==> config.mk <==
export PLATFORM = sky130hd
export DESIGN_NAME = pll_lock_reset_seq
export DESIGN_NICKNAME = d
export VERILOG_FILES = /design/src/rtl/pll_seq_pkg.sv /design/src/rtl/pll_lock_reset_seq_sync_bit.sv /design/src/rtl/pll_lock_reset_seq.sv
export SDC_FILE = /design/constraint.sdc
export NUM_CORES = 1
export LEC_CHECK = 0
export CAP_MARGIN = 15
export CORE_UTILIZATION = 44
export CTS_CLUSTER_SIZE = 40
export DETAILED_ROUTE_END_ITERATION = 8
export PLACE_DENSITY = 0.65
export SYNTH_ARGS = -nofsm -noshare
export SYNTH_HDL_FRONTEND = slang
export SYNTH_SLANG_ARGS = --single-unit
==> constraint.sdc <==
create_clock -name clk_96MHz -period 1.9 [get_ports clk_96MHz]
set_input_delay 0.38 -clock clk_96MHz [delete_from_list [all_inputs] [get_ports clk_96MHz]]
set_output_delay 0.38 -clock clk_96MHz [all_outputs]
set_load 0.01 [all_outputs]
==> src/rtl/pll_seq_pkg.sv <==
// Shared types and constants for the PLL lock / reset sequencer.
package pll_seq_pkg;

  typedef enum logic [1:0] {
    WAIT_LOCK = 2'd0,
    STABILIZE = 2'd1,
    HOLD      = 2'd2,
    RUN       = 2'd3
  } seq_state_t;

  localparam int unsigned RELOCK_W = 8;

  // Bits needed to hold 0..n-1, never less than one bit.
  function automatic int unsigned cnt_width(input int unsigned n);
    return (n > 1) ? $clog2(n) : 1;
  endfunction

endpackage

==> src/rtl/pll_lock_reset_seq_sync_bit.sv <==
// Multi-flop synchroniser for a single asynchronous level.
module sync_bit #(
  parameter int unsigned STAGES = 2
) (
  input  logic clk,
  input  logic rst,
  input  logic d,
  output logic q
);

  logic [STAGES-1:0] chain;

  // Shift the async level through the chain; reset clears every stage.
  always_ff @(posedge clk or posedge rst) begin
    if (rst) chain <= '0;
    else     chain <= {chain[STAGES-2:0], d};
  end

  assign q = chain[STAGES-1];

endmodule

==> src/rtl/pll_lock_reset_seq.sv <==
// Qualifies the PLL lock flag, sequences a synchronous-release reset for the
// 96 MHz domain, generates a 12 MHz clock enable and counts lock losses.
module pll_lock_reset_seq
  import pll_seq_pkg::*;
#(
  parameter int unsigned SYNC_STAGES        = 2,
  parameter int unsigned LOCK_STABLE_CYCLES = 1024,
  parameter int unsigned RST_HOLD_CYCLES    = 16,
  parameter int unsigned LOSS_FILTER        = 4,
  parameter int unsigned CE_DIV             = 8
) (
  input  logic                clk_96MHz,
  input  logic                rst,
  input  logic                locked,
  output logic                rst_out,
  output logic                ready,
  output logic                ce_12MHz,
  output logic [RELOCK_W-1:0] relock_count,
  output logic [1:0]          state_dbg
);

  localparam int unsigned CNT_MAX = (LOCK_STABLE_CYCLES > RST_HOLD_CYCLES) ?
                                    LOCK_STABLE_CYCLES : RST_HOLD_CYCLES;
  localparam int unsigned CNT_W  = cnt_width(CNT_MAX);
  localparam int unsigned LOSS_W = cnt_width(LOSS_FILTER);
  localparam int unsigned DIV_W  = cnt_width(CE_DIV);

  logic lock_s;

  seq_state_t          state, state_n;
  logic [CNT_W-1:0]    cnt, cnt_n;
  logic [LOSS_W-1:0]   loss, loss_n;
  logic [DIV_W-1:0]    div, div_n;
  logic [RELOCK_W-1:0] relock_n;
  logic                ce_n;

  sync_bit #(.STAGES(SYNC_STAGES)) u_sync (
    .clk (clk_96MHz),
    .rst (rst),
    .d   (locked),
    .q   (lock_s)
  );

  // Next-state, counter and output decode; outputs follow the next state so
  // they are registered alongside it.
  always_comb begin
    state_n  = state;
    cnt_n    = cnt;
    loss_n   = '0;
    div_n    = '0;
    ce_n     = 1'b0;
    relock_n = relock_count;
    case (state)
      WAIT_LOCK: begin
        cnt_n = '0;
        if (lock_s) state_n = STABILIZE;
      end
      STABILIZE: begin
        if (!lock_s) begin
          state_n = WAIT_LOCK;
          cnt_n   = '0;
        end else if (cnt == CNT_W'(LOCK_STABLE_CYCLES - 1)) begin
          state_n = HOLD;
          cnt_n   = '0;
        end else begin
          cnt_n = cnt + 1'b1;
        end
      end
      HOLD: begin
        if (!lock_s) begin
          state_n = WAIT_LOCK;
          cnt_n   = '0;
        end else if (cnt == CNT_W'(RST_HOLD_CYCLES - 1)) begin
          state_n = RUN;
          cnt_n   = '0;
        end else begin
          cnt_n = cnt + 1'b1;
        end
      end
      RUN: begin
        cnt_n = '0;
        if (!lock_s) begin
          if (loss == LOSS_W'(LOSS_FILTER - 1)) begin
            state_n = WAIT_LOCK;
            if (relock_count != '1) relock_n = relock_count + 1'b1;
          end else begin
            loss_n = loss + 1'b1;
          end
        end
      end
      default: begin
        state_n = WAIT_LOCK;
        cnt_n   = '0;
      end
    endcase
    // Divider only advances while staying in RUN, so the pulse is dropped on
    // the exit edge and restarts from zero on every entry.
    if (state == RUN && state_n == RUN) begin
      if (div == DIV_W'(CE_DIV - 1)) begin
        ce_n = 1'b1;
      end else begin
        div_n = div + 1'b1;
      end
    end
  end

  // State, counters and registered outputs.
  always_ff @(posedge clk_96MHz or posedge rst) begin
    if (rst) begin
      state        <= WAIT_LOCK;
      cnt          <= '0;
      loss         <= '0;
      div          <= '0;
      relock_count <= '0;
      rst_out      <= 1'b1;
      ready        <= 1'b0;
      ce_12MHz     <= 1'b0;
    end else begin
      state        <= state_n;
      cnt          <= cnt_n;
      loss         <= loss_n;
      div          <= div_n;
      relock_count <= relock_n;
      rst_out      <= (state_n != RUN);
      ready        <= (state_n == RUN);
      ce_12MHz     <= ce_n;
    end
  end

  assign state_dbg = state;

endmodule

==> flow_summary.yaml, run 1 <==
critical_path:
  cp-start-kind: "flip-flop"
  critPathTopFamily: "flip-flops"
  crit_end: "rst_out"
  cp_num_cells: 1
  path_class: "flip-flop to output pin"
  cp_data_required_time_ns: 1.52
  worst_r2r_endpoint: "relock_count[5]$_DFFE_PP0P_"
  regToRegSetupSlack_ns: 0.35
  cp.arrival_ns: 1.38
  slowest_delay_ns: 0.53
  crit_path_max_fanout: 1
  path_buf_inv: 1
  cp_cell_sequence: "clkdlybuf4s50_1"
  startpoint: "rst_out$_DFF_PP1_"
  end_kind: "output pin"
  crit_path_top_delay_cell: "dfstp_2"
  rr_worst_depth: 5
  rr_startpoint: "relock_count[0]$_DFFE_PP0P_"
yosys:
  avgSynthCellArea_um2: 11.7
  ys_seq_elements: 30
  yosysWarnings: 0
  yosysTopAreaCell: "dfrtp_1"
  ys_seq_area_frac: 0.564
  synthCells: 114
  ys_types: 29
  syn-cell-area_mm2: 0.00133
  netlist_top_cells_area: "dfrtp_1 (54%), ha_1 (4.7%), xor2_1 (4.6%)"
  syn_nets: 122
  synth_top_area_share: 0.544
sta:
  worst_slew_pin_slew_ns: 0.365
  clock_skew_ns: 0.00766
  layout_min_cycle_time_ns: 1.76
  finalSetupViolations: 0
  tns_ns: 0
  fin_ws_ns: 0.141
  hold_viol_final: 0
  drv_slew: 0
  slew_headroom: 0.757
  rsz0062_at_grt: "no"
  timing.hold.ws_ns: 0.357
  fin_crit_sh: 0.926
  fmax_mhz: 569
clock_network:
  cts_sinks: 30
  htreeDepth: 2
  path_clk_slew_ns: 0.09
  cts_hold_buf: 0
  cts_made_buffers: 5
  insertion_delay_ns: 0.33
  root_buffer: "clkbuf_4"
  cts_tree: "yes"
  clk_path_buf_depth: 2
  cts_setup_buffers: 0
  ctsResizeCount: 0
outcome:
  status: "finished with violations"
  violations: "DRC"
global_route:
  overflow: 0
  grt_max_degree: 31
  antenna_found_initial: 0
  track_usage: 0.170
  grt_pass1_vias: 901
  grt_pass1_wl_um: 4060
detailed_routing:
  wirelength_um: 2290
  wl_per_cell_um: 13.6
  drt-pass1-iter-count: 6
  drt_iter0_drc: 22
  viasPerCell: 5.40
  drc: 7
  antenna_left: 0
  vias: 908
finish:
  fin_cells: 168
  syn_to_final_growth_pct: 22.6
  fin_util: 0.583
  insertedDiodeCount: 0
  fin_nets: 144
  drive_gt1_frac: 0.124
die:
  start_util: 0.475
  fp-row-count: 19
  io_pins: 16
  die-area_mm2: 0.00326
  die_w_um: 57.1
  die_h_um: 57.1
  core_area_mm2: 0.00281
power_and_ir_drop:
  power_switching_share: 0.187
  internal-power_uw: 1100
  combPwrFrac: 0.025
  switchingPower_uw: 253
  p_seq_frac: 0.480
  power_frac_clock: 0.495
  leakage_uw: 0.000764
  irDropWorstVdd_v: 0.000495
  p_per_area_mw_per_mm2: 829
min_path:
  worstHoldStart: "u_sync.chain[0]$_DFF_PP0_"
  min_path_type: "flip-flop to flip-flop"
place:
  hpwl_um: 1650
  place_inst: 160
  place_congestion: 0.744
  dp_slack_ns: 0.358
  port_buffers: 15
flow_run:
  drv_cap: 0
==> state kept, by name, summed over array words and instances, names as in the netlist <==
signal / cells
ready: 1
div: 3
rst_out: 1
cnt: 10
state_dbg: 2
ce_12MHz: 1
loss: 2
relock_count: 8
u_sync.chain: 2
==> placed cells by master, fill, tap and decap left out <==
| cell type | synthesis | layout |
|---|---|---|
| dfrtp_1 | 29 | 28 |
| nor3b_1 | 2 | 2 |
| inv_1 | 5 | 5 |
| and2_1 | 4 | 4 |
| buf_4 | 1 | 1 |
| clkbuf_4 | 0 | 5 |
| and4_1 | 3 | 3 |
| a21oi_1 | 2 | 2 |
| dfrtp_2 | 0 | 1 |
| ha_1 | 5 | 5 |
| nand3_1 | 6 | 6 |
| a31oi_1 | 3 | 3 |
| nand4_1 | 3 | 3 |
| or2_2 | 1 | 1 |
| clkbuf_8 | 0 | 1 |
| nor3_1 | 1 | 1 |
| bufinv_16 | 0 | 2 |
| a32oi_4 | 1 | 1 |
| dfstp_2 | 1 | 1 |
| o21ai_0 | 2 | 2 |
| nand2_1 | 4 | 4 |
| nand3b_1 | 1 | 1 |
| a211oi_2 | 1 | 1 |
| nand4b_1 | 1 | 1 |
| a21o_1 | 1 | 1 |
| nor2b_1 | 4 | 4 |
| clkdlybuf4s50_1 | 0 | 15 |
| xor2_1 | 7 | 7 |
| nor2_1 | 13 | 13 |
| mux2_2 | 1 | 1 |
| and3_1 | 4 | 4 |
| a31oi_2 | 1 | 1 |
| xnor2_1 | 6 | 6 |
| nor4_2 | 1 | 1 |
==> area by class of cell <==
class,instances,area (um^2)
clock inverters,2,60.1
fillers,243,1170
multi-input cells,78,556
well taps,31,38.8
clock buffers,6,51.3
inverters,5,18.8
repair buffers,16,158
flip-flops and latches,30,753
==> layer usage <==
layer / GRT usage / wire (um)
met5: 0 / 0
met4: 0.0906 / 53
met3: 0.0612 / 100
met2: 0.277 / 1160
met1: 0.197 / 972
==> how the worst min path moves through the flow <==
stage          cells past startpoint  slack [ns]                         to
3_5_place_dp                       0        0.34  u_sync.chain[1]$_DFF_PP0_
6_report                           0        0.36  u_sync.chain[1]$_DFF_PP0_
4_1_cts                            0        0.36  u_sync.chain[1]$_DFF_PP0_
5_1_grt                            0        0.36  u_sync.chain[1]$_DFF_PP0_
2_1_floorplan                      0        0.33  u_sync.chain[1]$_DFF_PP0_
3_3_place_gp                       0        0.33  u_sync.chain[1]$_DFF_PP0_
==> metrics by stage <==
stage | area, um^2 | power (uW)
after detailed placement | 1520 | 698
final | 1640 | 1360
after global placement | 1520 | 696
after floorplan | 1330 | 684
after CTS | 1630 | 1370
after global routing | 1640 | 1400
==> cells by family (layout without fill, tap and decap cells) <==
kind of cell | Yosys count | in the layout | share of synthesized area
and+or+nand+nor | 48 | 48 | 0.202
DFF | 30 | 30 | 0.564
xor gates and xnor gates | 13 | 13 | 0.0854
AOI/OAI and AO/OA | 11 | 11 | 0.0741
buffers and inverters | 6 | 29 | 0.0197
adders and majority gates | 5 | 5 | 0.0469
muxes | 1 | 1 | 0.00844
==> power by group through the flow <==
stage	Combinational, uW	Sequential, uW	Clock [uW]
5_1_grt	39.3	651	706
2_1_floorplan	24.9	659	0
3_5_place_dp	35.4	662	0
4_1_cts	35.7	650	687
6_report	34.0	650	671
3_3_place_gp	34.3	662	0
==> synth_stat cells <==
library cell  number
dfstp_2            1
nand4b_1           1
ha_1               5
inv_1              5
o21ai_0            2
or2_2              1
mux2_2             1
nor2b_1            4
a21o_1             1
nor2_1            13
and3_1             4
a31oi_2            1
and4_1             3
a211oi_2           1
nand3_1            6
xor2_1             7
nor4_2             1
nor3_1             1
a32oi_4            1
dfrtp_1           29
nand2_1            4
xnor2_1            6
nand4_1            3
a31oi_1            3
a21oi_1            2
buf_4              1
and2_1             4
nand3b_1           1
nor3b_1            2
No activity file was read; power rests on OpenSTA's default activity.
==> run 2: changes to the inputs <==
--- a/config.mk
+++ b/config.mk
@@ -6,10 +6,11 @@
 export NUM_CORES = 1
 export LEC_CHECK = 0
 export CAP_MARGIN = 15
-export CORE_UTILIZATION = 44
+export CORE_ASPECT_RATIO = 0.8
+export CORE_UTILIZATION = 30
 export CTS_CLUSTER_SIZE = 40
 export DETAILED_ROUTE_END_ITERATION = 8
-export PLACE_DENSITY = 0.65
+export PLACE_DENSITY = 0.48
 export SYNTH_ARGS = -nofsm -noshare
 export SYNTH_HDL_FRONTEND = slang
 export SYNTH_SLANG_ARGS = --single-unit
==> run 2 against run 1 <==
  * The run now ends clean
  * Register-to-register slack worse by 0.02 ns
  * Clock power shrank 24%
  * Flip-flop and latch count is the same
  * Power is 12% lower
  * Clock skew fell by 0.0062 ns
  * First-iteration DRC count rose by 68%
  * Cell count is 15% higher
  * Global-route usage is 5.7 points lower
==> flow_summary.yaml, run 2 (synthesis gave the netlist of run 1 again) <==
die:
  io_pins: 16
  die_h_um: 61.6
  fp-row-count: 21
  core_area_mm2: 0.00423
  die-area_mm2: 0.00472
  start_util: 0.315
  die_w_um: 76.6
clock_network:
  path_clk_slew_ns: 0.06
  ctsResizeCount: 0
  cts_sinks: 30
  insertion_delay_ns: 0.27
  cts_made_buffers: 5
  cts_setup_buffers: 0
  clk_path_buf_depth: 2
  root_buffer: "clkbuf_8"
  cts_hold_buf: 0
  cts_tree: "yes"
  htreeDepth: 2
sta:
  finalSetupViolations: 0
  layout_min_cycle_time_ns: 1.75
  fmax_mhz: 572
  fin_crit_sh: 0.920
  rsz0062_at_grt: "no"
  hold_viol_final: 0
  clock_skew_ns: 0.00144
  slew_headroom: 0.748
  worst_slew_pin_slew_ns: 0.378
  tns_ns: 0
  drv_slew: 0
power_and_ir_drop:
  irDropWorstVdd_v: 0.000314
  p_seq_frac: 0.546
  power_switching_share: 0.205
  switchingPower_uw: 244
  internal-power_uw: 949
  leakage_uw: 0.000755
  p_per_area_mw_per_mm2: 725
  power_frac_clock: 0.425
  combPwrFrac: 0.029
global_route:
  grt_max_degree: 31
  grt_util_met1: 0.148
  use_met3: 0.0400
  use_met2: 0.167
  track_usage: 0.113
  overflow: 0
  grt_pass1_vias: 831
  antenna_found_initial: 0
  busiest_layer: "met2"
  grt_pass1_wl_um: 3920
detailed_routing:
  viasPerCell: 4.44
  wl_per_cell_um: 11.8
  drt_iter0_drc: 37
  vias: 862
  antenna_left: 0
  drc: 0
  drt-pass1-iter-count: 4
  wirelength_um: 2280
critical_path:
  cp.arrival_ns: 1.37
  end_kind: "output pin"
  critPathTopFamily: "buffers and inverters"
  cp-start-kind: "flip-flop"
  crit_path_max_fanout: 8
  cp_data_required_time_ns: 1.52
  path_class: "flip-flop to output pin"
  slowest_delay_ns: 0.60
  cp_cell_sequence: "clkdlybuf4s50_1"
  crit_path_top_delay_cell: "clkdlybuf4s50_1"
  path_buf_inv: 1
min_path:
  min_path_type: "flip-flop to flip-flop"
finish:
  layout.cells.most_common: "dfrtp_1"
  insertedDiodeCount: 0
  final_cell_mix: "dfrtp_1 (29), clkdlybuf4s50_1 (15), nor2_1 (13)"
  largest-register: "cnt"
  top_regs: "cnt x10, relock_count x8, div x3"
  final_cell_area_mm2: 0.00165
  fin_nets: 144
  syn_to_final_growth_pct: 23.5
  drive_gt1_frac: 0.109
  fin_util: 0.389
  largest_reg_flops: 10
  fin_cells: 194
place:
  place_inst: 186
  port_buffers: 15
  place_congestion: 0.711
  hpwl_um: 1660
  placed_area_mm2: 0.00156
flow_run:
  drv_cap: 0
outcome:
  status: "finished, final reports clean"
run 2: final cells by class:
class	instances	area (um^2)
clock inverter	1	5.00
fill	405	2580
tap	57	71.3
multi-input combinational	78	556
sequential	30	752
timing repair buffer	16	158
clock buffer	7	86.3
inverter	5	18.8
run 2: per-layer routing:
layer,vias to the layer above,wire (um)
met5,-,0
met4,0,18
met3,2,91
met2,15,993
met1,408,1180
li1,437,-
run 2: power by group through the flow:
| stage | registers, uW | clock network, uW | logic (uW) |
|---|---|---|---|
| global route | 652 | 561 | 40.4 |
| finish | 651 | 507 | 34.5 |
| global placement | 663 | 0 | 35.4 |
| detailed placement | 663 | 0 | 36.2 |
| floorplan | 659 | 0 | 24.9 |
| CTS | 651 | 532 | 36.4 |
run 2: path summary, 6_finish.rpt:
check,startpoint,to,slack [ns],depth (start not counted)
worst min-delay path,u_sync.chain[0]$_DFF_PP0_,u_sync.chain[1]$_DFF_PP0_,0.36,0
worst max-delay path,state_dbg[1]$_DFF_PP0_,state_dbg[1],0.15,1
max in group asynchronous,rst,rst_out$_DFF_PP1_,1.10,3
worst min register to register,u_sync.chain[0]$_DFF_PP0_,u_sync.chain[1]$_DFF_PP0_,0.36,0
min in group asynchronous,rst,u_sync.chain[0]$_DFF_PP0_,0.48,3
worst max register to register,relock_count[0]$_DFFE_PP0P_,relock_count[7]$_DFFE_PP0P_,0.33,5
run 2: through the flow:
step           power [uW]  setup WS (ns)  hold slack, ns
2_1_floorplan         684          0.395           0.331
3_3_place_gp          698          0.357           0.336
3_5_place_dp          699          0.347           0.353
4_1_cts              1220          0.133           0.368
5_1_grt              1250         0.0901           0.382
6_report             1190          0.153           0.360
